### src/rtl/ssp_rx.sv
`default_nettype none
// ============================================================================
// Module   : ssp_rx
// Brief    : SSP serial receiver. Oversamples sspclkin/sspfssin/ssprxd in the
//            clk_i domain, deserialises 8-bit frames into a show-ahead FIFO.
//            Build option SSP_RX_LSB_FIRST_EN assembles bytes LSB first.
// Revision : 1.0
// ============================================================================
module ssp_rx #(
  parameter int FIFO_DEPTH  = 4,
  parameter int SYNC_STAGES = 2
) (
  input  logic       clk_i,
  input  logic       rst_i,
  input  logic       sspclkin,
  input  logic       sspfssin,
  input  logic       ssprxd,
  input  logic       do_read,
  input  logic       clr_err,
  output logic [7:0] rx_d,
  output logic       rx_empty,
  output logic       rx_full,
  output logic       rx_busy,
  output logic       rx_overrun,
  output logic       rx_frame_err
);

  localparam int                C_ADDR_W  = $clog2(FIFO_DEPTH);
  localparam logic [C_ADDR_W:0] C_PTR_ONE = {{C_ADDR_W{1'b0}}, 1'b1};

  typedef enum logic [0:0] {
    IDLE = 1'b0,
    RECV = 1'b1
  } state_t;

  logic [SYNC_STAGES-1:0] r_clk_sync;
  logic [SYNC_STAGES-1:0] r_fss_sync;
  logic [SYNC_STAGES-1:0] r_rxd_sync;
  logic                   r_clk_prev;
  logic                   w_sample;
  logic                   w_fss;
  logic                   w_rxd;

  state_t                 r_state;
  logic [2:0]             r_cnt;
  logic [7:0]             r_shift;
  logic [7:0]             w_shift_next;
  logic                   r_done;
  logic [7:0]             r_byte;
  logic                   r_busy;
  logic                   r_frame_err;

  logic [7:0]             r_mem [FIFO_DEPTH];
  logic [C_ADDR_W:0]      r_wr_ptr;
  logic [C_ADDR_W:0]      r_rd_ptr;
  logic                   r_overrun;
  logic                   w_empty;
  logic                   w_full;
  logic                   w_pop;
  logic                   w_push;

  // The clock chain resets high so a low sspclkin after reset is not a false edge.
  always_ff @(posedge clk_i or posedge rst_i) begin
    if (rst_i) begin
      r_clk_sync <= '1;
      r_fss_sync <= '0;
      r_rxd_sync <= '0;
      r_clk_prev <= 1'b1;
    end else begin
      r_clk_sync <= {r_clk_sync[SYNC_STAGES-2:0], sspclkin};
      r_fss_sync <= {r_fss_sync[SYNC_STAGES-2:0], sspfssin};
      r_rxd_sync <= {r_rxd_sync[SYNC_STAGES-2:0], ssprxd};
      r_clk_prev <= r_clk_sync[SYNC_STAGES-1];
    end
  end

  assign w_sample = r_clk_prev & ~r_clk_sync[SYNC_STAGES-1];
  assign w_fss    = r_fss_sync[SYNC_STAGES-1];
  assign w_rxd    = r_rxd_sync[SYNC_STAGES-1];

`ifdef SSP_RX_LSB_FIRST_EN
  assign w_shift_next = {w_rxd, r_shift[7:1]};
`else
  assign w_shift_next = {r_shift[6:0], w_rxd};
`endif

  always_ff @(posedge clk_i or posedge rst_i) begin
    if (rst_i) begin
      r_state     <= IDLE;
      r_cnt       <= 3'd0;
      r_shift     <= 8'h00;
      r_done      <= 1'b0;
      r_byte      <= 8'h00;
      r_busy      <= 1'b0;
      r_frame_err <= 1'b0;
    end else begin
      r_done <= 1'b0;
      if (clr_err) begin
        r_frame_err <= 1'b0;
      end
      if (w_sample) begin
        case (r_state)
          IDLE: begin
            if (w_fss) begin
              r_state <= RECV;
              r_busy  <= 1'b1;
              r_cnt   <= 3'd7;
              r_shift <= 8'h00;
            end
          end
          RECV: begin
            if (r_cnt == 3'd0) begin
              r_done  <= 1'b1;
              r_byte  <= w_shift_next;
              r_shift <= 8'h00;
              r_cnt   <= 3'd7;
              // A sync on the bit-0 sample chains straight into the next frame.
              if (!w_fss) begin
                r_state <= IDLE;
                r_busy  <= 1'b0;
              end
            end else if (w_fss) begin
              r_frame_err <= 1'b1;
              r_shift     <= 8'h00;
              r_cnt       <= 3'd7;
            end else begin
              r_shift <= w_shift_next;
              r_cnt   <= r_cnt - 3'd1;
            end
          end
          default: begin
            r_state <= IDLE;
            r_busy  <= 1'b0;
          end
        endcase
      end
    end
  end

  assign w_empty = (r_wr_ptr == r_rd_ptr);
  assign w_full  = (r_wr_ptr[C_ADDR_W] != r_rd_ptr[C_ADDR_W]) &&
                   (r_wr_ptr[C_ADDR_W-1:0] == r_rd_ptr[C_ADDR_W-1:0]);
  assign w_pop   = do_read & ~w_empty;
  // A same-cycle pop frees the slot, so a full FIFO can still accept the byte.
  assign w_push  = r_done & (~w_full | w_pop);

  always_ff @(posedge clk_i or posedge rst_i) begin
    if (rst_i) begin
      for (int i = 0; i < FIFO_DEPTH; i++) begin
        r_mem[i] <= 8'h00;
      end
      r_wr_ptr  <= '0;
      r_rd_ptr  <= '0;
      r_overrun <= 1'b0;
    end else begin
      if (w_push) begin
        r_mem[r_wr_ptr[C_ADDR_W-1:0]] <= r_byte;
        r_wr_ptr                      <= r_wr_ptr + C_PTR_ONE;
      end
      if (w_pop) begin
        r_rd_ptr <= r_rd_ptr + C_PTR_ONE;
      end
      if (clr_err) begin
        r_overrun <= 1'b0;
      end
      if (r_done && !w_push) begin
        r_overrun <= 1'b1;
      end
    end
  end

  assign rx_d         = r_mem[r_rd_ptr[C_ADDR_W-1:0]];
  assign rx_empty     = w_empty;
  assign rx_full      = w_full;
  assign rx_busy      = r_busy;
  assign rx_overrun   = r_overrun;
  assign rx_frame_err = r_frame_err;

endmodule
`default_nettype wire

### config.mk
export PLATFORM = sky130hd
export DESIGN_NAME = ssp_rx
export DESIGN_NICKNAME = d
export VERILOG_FILES = /design/src/rtl/ssp_rx.sv
export SDC_FILE = /design/constraint.sdc
export NUM_CORES = 1
export LEC_CHECK = 0
export ABC_CLOCK_PERIOD_IN_PS = 3000
export BUFFER_PORTS_ARGS = -buffer_cell sky130_fd_sc_hd__buf_2
export CORE_UTILIZATION = 35
export DETAILED_ROUTE_END_ITERATION = 8
export PLACE_DENSITY = 0.5
export REMOVE_ABC_BUFFERS = 1
export SLEW_MARGIN = 20
export SYNTH_ARGS = -nofsm -noshare
export SYNTH_HDL_FRONTEND = slang
export SYNTH_SLANG_ARGS = --single-unit
### constraint.sdc
create_clock -name clk_i -period 3 [get_ports clk_i]
set_clock_uncertainty 0.05 [all_clocks]
set_input_delay 0.6 -clock clk_i [delete_from_list [all_inputs] [get_ports clk_i]]
set_output_delay 0.6 -clock clk_i [all_outputs]
set_load 0.02 [all_outputs]
=== Yosys cells after proc, flatten, opt, wreduce, memory -nomap -nowiden ===
Index checks and enable logic that the tools add are counted.

* Multiplexer cells: 31
* Add/subtract/negate cells: 3
* Reductions and logical operators: 9
* Equal/unequal tests: 6
* $lt $le $gt $ge: 3
* Bitwise gates (word level): 10

{| class="wikitable"
|+ Operator list
! cell !! count
|-
| bitwise mux 32 bit || 1
|-
| two-way mux 8 bit || 3
|-
| two-way mux 7 bit || 3
|-
| binary-select mux 8 bit (select 2 bit) || 1
|-
| demux 8 bit (select 2 bit) || 1
|-
| two-way mux 1 bit || 15
|-
| one-hot mux 7 bit (2 select lines) || 1
|-
| two-way mux 3 bit || 3
|-
| adder 3 x 1 -> 3 bit (second input constant) || 2
|-
| greater-or-equal comparator 3 bit (second input constant) || 2
|-
| inverter 2 -> 3 bit || 2
|-
| one-hot mux 3 bit (2 select lines) || 1
|-
| != test 2 bit (second input constant) || 2
|-
| inverter 1 bit || 4
|-
| one-hot mux 1 bit (2 select lines) || 2
|-
| AND reduction 4 bit || 1
|-
| AND 1 bit || 3
|-
| equality test 3 bit || 1
|-
| logical AND 1 bit || 3
|-
| zero test 3 bit || 1
|-
| < comparator 3 x 1 -> 1 bit (second input constant) || 1
|-
| AND reduction 3 bit || 1
|-
| subtractor 3 x 1 -> 3 bit (second input constant) || 1
|-
| equality test 2 bit || 1
|-
| 6 further kinds || 6
|}

* Word-level logic and storage cells: 80
* Register bits: 68
* Input port bits: 7
* Output and inout port bits: 13

=== Longest topological paths before layout ===
Gate-level depths: netlist of run 1.

* Word-level depth: 8
* Mapped depth: 7
* Gate-level depth less buffers: 6

=== Worst setup path after synthesis of run 1 ===
Ideal clock, no wire load.

* Kind: reg2out
* Start point: register r_rd_ptr[0]
* End point: output port rx_d[5]
* Data required time: 2.350 ns
* Stages on the path, launching flop included: 3
* Arrival: 1.383 ns
* Buffers on the path: 1
* Path slack: 0.967 ns
* Cells stage by stage: dfrtp_1 clkbuf_1 mux4_1

* Word-level cells in the longest chain between the ends: 4

{| class="wikitable"
|+ Ends and longest elaborated chain
! what !! RTL line !! source
|-
| start, declared || 55 || <nowiki>logic [C_ADDR_W:0] r_rd_ptr;</nowiki>
|-
| start signal, assigned || 161 || <nowiki>r_rd_ptr <= r_rd_ptr + C_PTR_ONE;</nowiki>
|-
| inverter 2 -> 3 bit (not written as such) || 172 || <nowiki>assign rx_d = r_mem[r_rd_ptr[C_ADDR_W-1:0]];</nowiki>
|-
| binary-select mux 8 bit (select 2 bit) || 172 ||
|-
| two-way mux 8 bit (not written as such) (2 in a row) || 172 ||
|-
| end, declared || 20 || <nowiki>output logic [7:0] rx_d,</nowiki>
|}

Every way passes these cells. The select of a mux whose other input is x is not followed.

=== Worst setup path after layout of run 1 ===
* Start point: register r_rd_ptr[1]
* End point: output port rx_d[4]

The elaborated chain is that of the path after synthesis.

==> results.sh, run 1 <==
export IMPL_die_w_um=93.5
export IMPL_slew_headroom_pct=53.2
export IMPL_outcome="finished clean"
export IMPL_fin_tns_setup_ns=0
export IMPL_core_area_sq_um=8180
export IMPL_worstPathMaxFanout=11
export IMPL_cts_sinks=68
export IMPL_drtIter0Drc=90
export IMPL_drv_cap=0
export IMPL_cp_start_kind="register"
export IMPL_worst_pin_slew_ns=0.698
export IMPL_synth_adder_area_share_pct=2.99
export IMPL_p_leak_uw=0.00168
export IMPL_via_per_inst=4.85
export IMPL_yosysSeqAreaShare_pct=58.2
export IMPL_critical_path_buf_inv_count=1
export IMPL_ys_warn_count=0
export IMPL_yosys_area_share_simple_pct=6.15
export IMPL_endpoint_kind="output port"
export IMPL_required_ns=2.35
export IMPL_synth_seq_cells=68
export IMPL_syn_inst=190
export IMPL_seqPwrFrac_pct=49.4
export IMPL_rsz0062_at_grt="no"
export IMPL_synthToLayoutAreaGrowth_pct=14.2
export IMPL_synth_xor_area_share_pct=2.05
export IMPL_track_usage_pct=13.3
export IMPL_swShare_pct=25.8
export IMPL_finalHoldViolations=0
export IMPL_place_ws_ns=0.677
export IMPL_cts_setup_buffers=0
export IMPL_post_cts_resized=0
export IMPL_synth_top_family_by_area="multiplexers"
export IMPL_num_io_pins=20
export IMPL_crit_arrival_ns=1.87
export IMPL_cts_clk_slew_worst_paths_ns=0.07
export IMPL_initial_core_util_pct=35.9
export IMPL_combPwrFrac_pct=12.7
export IMPL_cts_root_buf="clkbuf_8"
export IMPL_place_hpwl_um=3370
export IMPL_syn_area_sq_um=2930
export IMPL_setup_slack_ns=0.477
export IMPL_clock_power_share_pct=37.9
export IMPL_grt_overflow_total=0
export IMPL_synth_area_leader_cell="dfrtp_1"
export IMPL_criticalPathCategory="register to output port"
export IMPL_grt_pass1_wl_um=8500
export IMPL_gp_congestion=0.760
export IMPL_num_vias=1585
export IMPL_p_int_uw=1590
export IMPL_drc=0
export IMPL_drt_first_pass_iters=4
export IMPL_ir_worst_vdd_v=0.000349
export IMPL_syn_area_per_cell_sq_um=15.4
export IMPL_cts_tree="yes"
export IMPL_r2r_start="r_rd_ptr[0]$_DFFE_PP0P_"
export IMPL_crit_family="flip-flops"
export IMPL_totalWireLength_um=4900
export IMPL_slew_viol_final=0
export IMPL_timing_final_crit_share_pct=84.1
export IMPL_synthMuxAreaShare_pct=23.6
export IMPL_grt_pass1_vias=1609
export IMPL_fmax_ghz=0.396
export IMPL_clkLatencyLatePin_ns=0.33
export IMPL_crit_slowest_cell="dfrtp_1"
export IMPL_antenna_found_initial=0
export IMPL_grt_max_degree=31
export IMPL_yosysTopAreaCellShare_pct=55.5
export IMPL_worstPathCellList="mux4_1 > buf_2"
export IMPL_setup_viol=0
export IMPL_finalCriticalPeriod_ns=2.52
export IMPL_drive_gt1_share_pct=39.6
export IMPL_die_h_um=93.5
export IMPL_final_nets=231
export IMPL_layout_common_cells="dfrtp_1 (65), mux2_2 (42), buf_2 (19)"
export IMPL_powerDensity_nw_per_um2=640
export IMPL_n_fill_cell=762
export IMPL_die_area_sq_um=8750
export IMPL_final_area_sq_um=3350
export IMPL_postCtsHoldBufs=0
export IMPL_synth_compound_area_share_pct=4.01
export IMPL_hold_class="primary input to asynchronous set/reset pin"
export IMPL_r2r_end="r_mem[17]$_DFFE_PP0P_"
export IMPL_diodes=0
export IMPL_cpPeakStageDelay_ns=0.70
export IMPL_yosysUniqueCellTypes=29
export IMPL_cts_max_level=3
export IMPL_r2r_cells=4
export IMPL_core_rowCount=33
export IMPL_synth_area_leaders="dfrtp_1 (55%), mux2_2 (16%), mux4_1 (7.2%)"
export IMPL_place_area_sq_um=3130
export IMPL_routedWlPerCell_um=15.0
export IMPL_numCtsBuffers=9
export IMPL_clk_path_buf_depth=2
export IMPL_antenna_left=0
export IMPL_numPortBuffers=19
export IMPL_switching_power_uw=554
export IMPL_final_common_cell="dfrtp_1"
export IMPL_r2r_slack_ns=0.66
sequential cells by signal, summed over array words and instances (netlist names):
name	flops
r_mem	32
r_byte	8
r_shift	7
r_cnt	3
r_rd_ptr	3
r_wr_ptr	3
r_clk_sync	2
r_fss_sync	2
r_rxd_sync	2
r_clk_prev	1
r_done	1
r_state	1
rx_busy	1
rx_frame_err	1
rx_overrun	1
logic make-up after synthesis:
family | after synthesis
flip-flops | 68
multiplexers | 51
AND/OR/NAND/NOR | 25
buffers and inverters | 17
AO/OA/AOI/OAI | 16
adder cells (fa/ha/maj) | 7
XOR/XNOR | 6
Yosys cell counts:
| cell type | instances |
|---|---|
| and4b_1 | 1 |
| nor2_1 | 1 |
| nand3_4 | 4 |
| nand4bb_1 | 1 |
| a22oi_1 | 1 |
| and2_2 | 1 |
| o22ai_1 | 2 |
| mux4_1 | 8 |
| o21ai_0 | 2 |
| a21oi_1 | 1 |
| a22o_1 | 7 |
| buf_2 | 1 |
| dfrtp_1 | 65 |
| nand2_1 | 9 |
| inv_1 | 12 |
| o21ai_1 | 1 |
| ha_1 | 7 |
| clkbuf_1 | 1 |
| xnor2_2 | 1 |
| mux2_2 | 42 |
| nor2b_1 | 2 |
| o21a_1 | 1 |
| dfstp_2 | 3 |
| nand2b_1 | 1 |
| xnor2_1 | 5 |
| nand3_1 | 5 |
| o311ai_0 | 1 |
| buf_6 | 3 |
| mux2i_1 | 1 |
per-layer routing:
metal,up-vias,part of all wire [%],track usage [%]
met5,-,0,0
met4,0,0.43,3.08
met3,2,3.5,5.37
met2,25,47,19.4
met1,817,50,18.3
li1,741,-,-
metrics by stage:
step	std cells	hold slack [ns]	utilization [%]	total power, uW
after CTS	327	0.124	40.9	2180
after global routing	327	0.135	40.9	2280
after detailed placement	311	0.286	38.3	1350
final	327	0.141	40.9	2140
after global placement	311	0.282	38.3	1350
after floorplan	185	0.281	-	1270
area by class of cell:
class	count	area [sq um]	share of cell area, %
Sequential cell	68	1710	51.0
Inverter	12	45.0	1.35
Clock inverter	5	75.1	2.24
Multi-Input combinational cell	105	1140	34.0
Tap cell	105	131	3.93
Timing Repair Buffer	21	110	3.29
Clock buffer	11	141	4.22
worst max-delay path by stage:
stage | from | end | slack [ns] | cells past startpoint
detailed placement | r_rd_ptr[0]$_DFFE_PP0P_ | r_mem[1]$_DFFE_PP0P_ | 0.68 | 4
finish | r_rd_ptr[1]$_DFFE_PP0P_ | rx_d[4] | 0.48 | 2
global route | r_rd_ptr[1]$_DFFE_PP0P_ | rx_d[4] | 0.37 | 2
CTS | r_rd_ptr[1]$_DFFE_PP0P_ | rx_d[4] | 0.44 | 2
global placement | r_rd_ptr[0]$_DFFE_PP0P_ | r_mem[2]$_DFFE_PP0P_ | 0.67 | 4
floorplan | rst_i | r_byte[0]$_DFFE_PP0P_ | 0.64 | 1
power by group through the flow:
| stage | clock, uW | combinational [uW] | sequential (uW) |
|---|---|---|---|
| 3_3_place_gp | 0 | 274 | 1080 |
| 2_1_floorplan | 0 | 216 | 1050 |
| 4_1_cts | 846 | 277 | 1060 |
| 5_1_grt | 894 | 312 | 1070 |
| 3_5_place_dp | 0 | 275 | 1080 |
| 6_report | 812 | 273 | 1060 |
Note: power is estimated with default switching activity, not from simulation.
==> run 2, diff against run 1 <==
--- a/config.mk
+++ b/config.mk
@@ -5,11 +5,11 @@
 export SDC_FILE = /design/constraint.sdc
 export NUM_CORES = 1
 export LEC_CHECK = 0
-export ABC_CLOCK_PERIOD_IN_PS = 3000
+export ABC_CLOCK_PERIOD_IN_PS = 2080
 export BUFFER_PORTS_ARGS = -buffer_cell sky130_fd_sc_hd__buf_2
 export CORE_UTILIZATION = 35
 export DETAILED_ROUTE_END_ITERATION = 8
-export PLACE_DENSITY = 0.5
+export PLACE_DENSITY = 0.52
 export REMOVE_ABC_BUFFERS = 1
 export SLEW_MARGIN = 20
 export SYNTH_ARGS = -nofsm -noshare
==> constraint.sdc (replaced) <==
create_clock -name clk_i -period 2.08 [get_ports clk_i]
set_clock_uncertainty 0.05 [all_clocks]
set_input_delay 0.416 -clock clk_i [delete_from_list [all_inputs] [get_ports clk_i]]
set_output_delay 0.416 -clock clk_i [all_outputs]
set_load 0.02 [all_outputs]
==> results.sh, run 2 (same netlist as run 1, synthesis figures left out) <==
export IMPL_core_area_sq_um=8180
export IMPL_timing_final_crit_share_pct=98.6
export IMPL_r2r_slack_ns=0.20
export IMPL_cts_max_level=3
export IMPL_drv_cap=0
export IMPL_slew_headroom_pct=54.3
export IMPL_rsz0062_at_grt="yes"
export IMPL_reg_largest_list="r_mem: 32 flops, r_byte: 8 flops, r_shift: 7 flops"
export IMPL_cts_root_buf="clkbuf_8"
export IMPL_track_usage_pct=12.9
export IMPL_final_core_util_pct=42.1
export IMPL_die_h_um=93.5
export IMPL_crit_arrival_ns=1.58
export IMPL_grt_overflow_total=0
export IMPL_grt_pass1_wl_um=8380
export IMPL_diodes=0
export IMPL_grt_pass1_vias=1570
export IMPL_die_area_sq_um=8750
export IMPL_gp_congestion=0.678
export IMPL_initial_core_util_pct=35.9
export IMPL_routedWlPerCell_um=14.7
export IMPL_cts_tree="yes"
export IMPL_grt_max_degree=57
export IMPL_num_io_pins=20
export IMPL_cts_sinks=68
export IMPL_r2r_end="r_mem[20]$_DFFE_PP0P_"
export IMPL_register_area_sq_um=1710
export IMPL_synthToLayoutAreaGrowth_pct=17.5
export IMPL_cp_start_kind="register"
export IMPL_powerDensity_nw_per_um2=942
export IMPL_min_path_cells=1
export IMPL_outcome="finished clean"
export IMPL_criticalPathCategory="register to output port"
export IMPL_drive_gt1_share_pct=43.7
export IMPL_required_ns=1.61
export IMPL_multi_input_area_sq_um=1140
export IMPL_antenna_left=0
export IMPL_r2r_cells=6
export IMPL_fmax_ghz=0.488
export IMPL_top_register="r_mem"
export IMPL_numCtsBuffers=9
export IMPL_via_per_inst=4.81
export IMPL_antenna_found_initial=0
export IMPL_cts_clk_slew_worst_paths_ns=0.07
export IMPL_finalCriticalPeriod_ns=2.05
export IMPL_die_w_um=93.5
export IMPL_n_fill_cell=785
export IMPL_r2r_start="r_rd_ptr[1]$_DFFE_PP0P_"
export IMPL_layout_common_cells="dfrtp_1 (63), mux2_2 (42), buf_2 (17)"
export IMPL_worstPathMaxFanout=7
export IMPL_clkLatencyLatePin_ns=0.33
export IMPL_p_leak_uw=0.00170
export IMPL_clk_path_buf_depth=2
export IMPL_largest_reg_flops=32
export IMPL_min_from="sspclkin"
export IMPL_num_vias=1616
export IMPL_setup_viol=0
export IMPL_final_nets=240
export IMPL_ir_worst_vdd_v=0.000337
export IMPL_worstHoldEndpoint="r_clk_sync[0]$_DFF_PP1_"
export IMPL_worst_pin_slew_ns=0.680
export IMPL_place_hpwl_um=3230
export IMPL_hold_class="primary input to register"
export IMPL_endpoint_kind="output port"
export IMPL_slew_viol_final=0
export IMPL_drt_first_pass_iters=4
export IMPL_numPortBuffers=19
export IMPL_fin_tns_setup_ns=0
export IMPL_final_common_cell="dfrtp_1"
export IMPL_finalHoldViolations=0
export IMPL_drtIter0Drc=33
export IMPL_core_rowCount=33
export IMPL_drc=0
export IMPL_totalWireLength_um=4920
## run 2: worst max-delay path, stage by stage, from the launching register on
cell     delay, ns
dfrtp_2       0.46
mux4_1        0.61
buf_2         0.18
## run 2: worst max path at each step
stage | startpoint | to | slack, ns | cells after the start
global placement | r_rd_ptr[1]$_DFFE_PP0P_ | rx_d[2] | 0.22 | 2
detailed placement | r_rd_ptr[1]$_DFFE_PP0P_ | rx_d[1] | 0.21 | 2
floorplan | rst_i | r_byte[0]$_DFFE_PP0P_ | -0.09 | 1
CTS | r_rd_ptr[1]$_DFFE_PP0P_ | rx_d[1] | 0.003 | 2
global route | r_rd_ptr[1]$_DFFE_PP0P_ | rx_d[0] | -0.03 | 2
finish | r_rd_ptr[0]$_DFFE_PP0P_ | rx_d[7] | 0.03 | 2
## run 2: layout make-up
type	count	area share [%]
sequential	68	49.6
clock buffer	12	4.22
multi-input combinational	105	33.2
timing repair buffer	30	5.74
inverter	12	1.31
tap	105	3.82
clock inverter	4	2.11
## run 2: through the flow
stage | cell area [sq um] | setup WS, ns | hold slack, ns | instances | power, uW
3_3_place_gp | 3190 | 0.218 | 0.283 | 317 | 2010
6_report | 3440 | 0.0295 | 0.125 | 336 | 3240
3_5_place_dp | 3190 | 0.208 | 0.285 | 317 | 2010
4_1_cts | 3430 | 0.00299 | 0.0994 | 336 | 3250
5_1_grt | 3440 | -0.0347 | 0.0910 | 336 | 3420
2_1_floorplan | 2890 | -0.0925 | 0.281 | 185 | 1830
## run 2: where the power goes
part / internal [uW] / switching (uW) / leakage, uW
sequential: 1400 / 95.1 / 0.000899
combinational: 294 / 272 / 0.000699
clock: 707 / 476 / 0.000107
## run 2: what timing repair did
action / in CTS / in global routing
setup buffers: 2 / 0
hold endpoints to repair: 9 / 0
hold buffers: 1 / 0
resized for setup: 2 / 7
endpoints found under the setup margin: 8 / 6
## run 2: per-layer routing
| metal | wire, um | global-route usage (%) | vias up |
|---|---|---|---|
| met4 | 61 | 4.23 | 0 |
| met5 | 0 | 0 | - |
| met2 | 2230 | 18.6 | 21 |
| met1 | 2470 | 18.0 | 826 |
| li1 | - | - | 762 |
| met3 | 165 | 4.63 | 7 |
==> run 3, diff against run 2 <==
--- a/config.mk
+++ b/config.mk
@@ -7,6 +7,7 @@
 export LEC_CHECK = 0
 export ABC_CLOCK_PERIOD_IN_PS = 2080
 export BUFFER_PORTS_ARGS = -buffer_cell sky130_fd_sc_hd__buf_2
+export CORE_ASPECT_RATIO = 0.5
 export CORE_UTILIZATION = 35
 export DETAILED_ROUTE_END_ITERATION = 8
 export PLACE_DENSITY = 0.52
==> results.sh, run 3 (same netlist as run 1, synthesis figures left out) <==
export IMPL_die_h_um=66.7
export IMPL_cp_start_kind="register"
export IMPL_track_usage_pct=13.3
export IMPL_drt_first_pass_iters=4
export IMPL_reg_largest_list="r_mem: 32 flops, r_byte: 8 flops, r_shift: 7 flops"
export IMPL_core_rowCount=23
export IMPL_drc=0
export IMPL_worstPathMaxFanout=7
export IMPL_crit_arrival_ns=1.59
export IMPL_grt_pass1_vias=1664
export IMPL_place_hpwl_um=3560
export IMPL_hold_class="primary input to asynchronous set/reset pin"
export IMPL_top_register="r_mem"
export IMPL_cts_max_level=3
export IMPL_cts_root_buf="clkbuf_16"
export IMPL_numCtsBuffers=9
export IMPL_setup_viol=0
export IMPL_largest_reg_flops=32
export IMPL_final_common_cell="dfrtp_1"
export IMPL_totalWireLength_um=5090
export IMPL_num_io_pins=20
export IMPL_clkLatencyLatePin_ns=0.32
export IMPL_routedWlPerCell_um=15.0
export IMPL_drv_cap=0
export IMPL_criticalPathCategory="register to output port"
export IMPL_busiest_layer="met2"
export IMPL_initial_core_util_pct=36.4
export IMPL_drive_gt1_share_pct=41.0
export IMPL_cts_setup_buffers=0
export IMPL_layout_common_cells="dfrtp_1 (63), mux2_2 (42), buf_2 (19)"
export IMPL_synthToLayoutAreaGrowth_pct=18.5
export IMPL_clk_path_buf_depth=2
export IMPL_cts_clk_slew_worst_paths_ns=0.05
export IMPL_endpoint_kind="output port"
export IMPL_worstPathCellList="mux4_1 > buf_2"
export IMPL_drtIter0Drc=89
export IMPL_worst_pin_slew_ns=0.704
export IMPL_fin_tns_setup_ns=0
export IMPL_die_area_sq_um=8770
export IMPL_fin_hold_ws_ns=0.0164
export IMPL_r2r_cells=5
export IMPL_outcome="finished clean"
export IMPL_cts_sinks=68
export IMPL_crit_slowest_cell="mux4_1"
export IMPL_slew_viol_final=0
export IMPL_fmax_ghz=0.487
export IMPL_grt_overflow_total=0
export IMPL_via_per_inst=4.70
export IMPL_rsz0062_at_grt="yes"
export IMPL_final_nets=236
export IMPL_grt_pass1_wl_um=8560
export IMPL_numPortBuffers=19
export IMPL_powerDensity_nw_per_um2=977
export IMPL_finalCriticalPeriod_ns=2.05
export IMPL_num_vias=1592
export IMPL_timing_final_crit_share_pct=98.8
export IMPL_die_w_um=131
export IMPL_p_leak_uw=0.00174
export IMPL_grt_max_degree=37
export IMPL_antenna_found_initial=0
export IMPL_ir_worst_vdd_v=0.000489
export IMPL_finalHoldViolations=0
export IMPL_cts_tree="yes"
export IMPL_diodes=0
export IMPL_antenna_left=0
export IMPL_grtUsageMet2_pct=21.0
export IMPL_cpPeakStageDelay_ns=0.59
export IMPL_slew_headroom_pct=52.7
export IMPL_required_ns=1.61
export IMPL_core_area_sq_um=8060
export IMPL_use_met3_pct=4.41
export IMPL_grtUsageMet1_pct=16.7
export IMPL_gp_congestion=0.696
## run 3: stage by stage
step | cell area (sq um) | utilization, % | cells | setup WS (ns) | power, uW
after global routing | 3470 | 43.1 | 339 | -0.0304 | 3550
after floorplan | 2890 | - | 185 | -0.0925 | 1830
final | 3470 | 43.1 | 339 | 0.0253 | 3390
after global placement | 3190 | 39.6 | 323 | 0.231 | 2010
after CTS | 3470 | 43.1 | 339 | 0.00146 | 3450
after detailed placement | 3190 | 39.6 | 323 | 0.215 | 2020
## run 3: final timing paths
path,endpoint,start,slack [ns]
min in group clk_i,r_clk_sync[0]$_DFF_PP1_,sspclkin,0.14
max in group asynchronous,r_mem[19]$_DFFE_PP0P_,rst_i,1.39
worst max-delay path,rx_d[4],r_rd_ptr[1]$_DFFE_PP0P_,0.03
worst max register to register,r_mem[8]$_DFFE_PP0P_,r_wr_ptr[0]$_DFFE_PP0P_,0.30
worst min-delay path,r_rxd_sync[0]$_DFF_PP0_,rst_i,0.02
worst min register to register,r_rxd_sync[1]$_DFF_PP0_,r_rxd_sync[0]$_DFF_PP0_,0.30
## run 3: power breakdown
| part | switching (uW) | total (uW) | internal [uW] | leakage [uW] |
|---|---|---|---|---|
| Combinational | 246 | 485 | 239 | 0.000699 |
| Clock | 496 | 1400 | 903 | 0.000140 |
| Sequential | 108 | 1510 | 1400 | 0.000899 |
| Total | 851 | 3390 | 2540 | 0.00174 |
## run 3: worst max-delay path: cells and delay by family, from the launching register on
kind,cells,cell delay (ns)
multiplexers,1,0.59
flip-flops,1,0.50
buffers and inverters,1,0.18
## run 3: per-layer routing
metal / vias to the layer above / routed length (um)
li1: 757 / -
met2: 19 / 2290
met5: - / 0
met4: 0 / 70
met1: 808 / 2560
met3: 8 / 162
## run 3: timing repair
item,CTS,global route
endpoints found under the setup margin,8,5
gates resized for setup,2,0
hold buffers,0,0
## run 3: cell type report
type / instances / area [sq um]
Tap cell: 112 / 140
Multi-Input combinational cell: 105 / 1140
Clock buffer: 15 / 278
Clock inverter: 1 / 5.00
Timing Repair Buffer: 26 / 160
Inverter: 12 / 45.0
Sequential cell: 68 / 1710
Fill cell: 755 / 4580
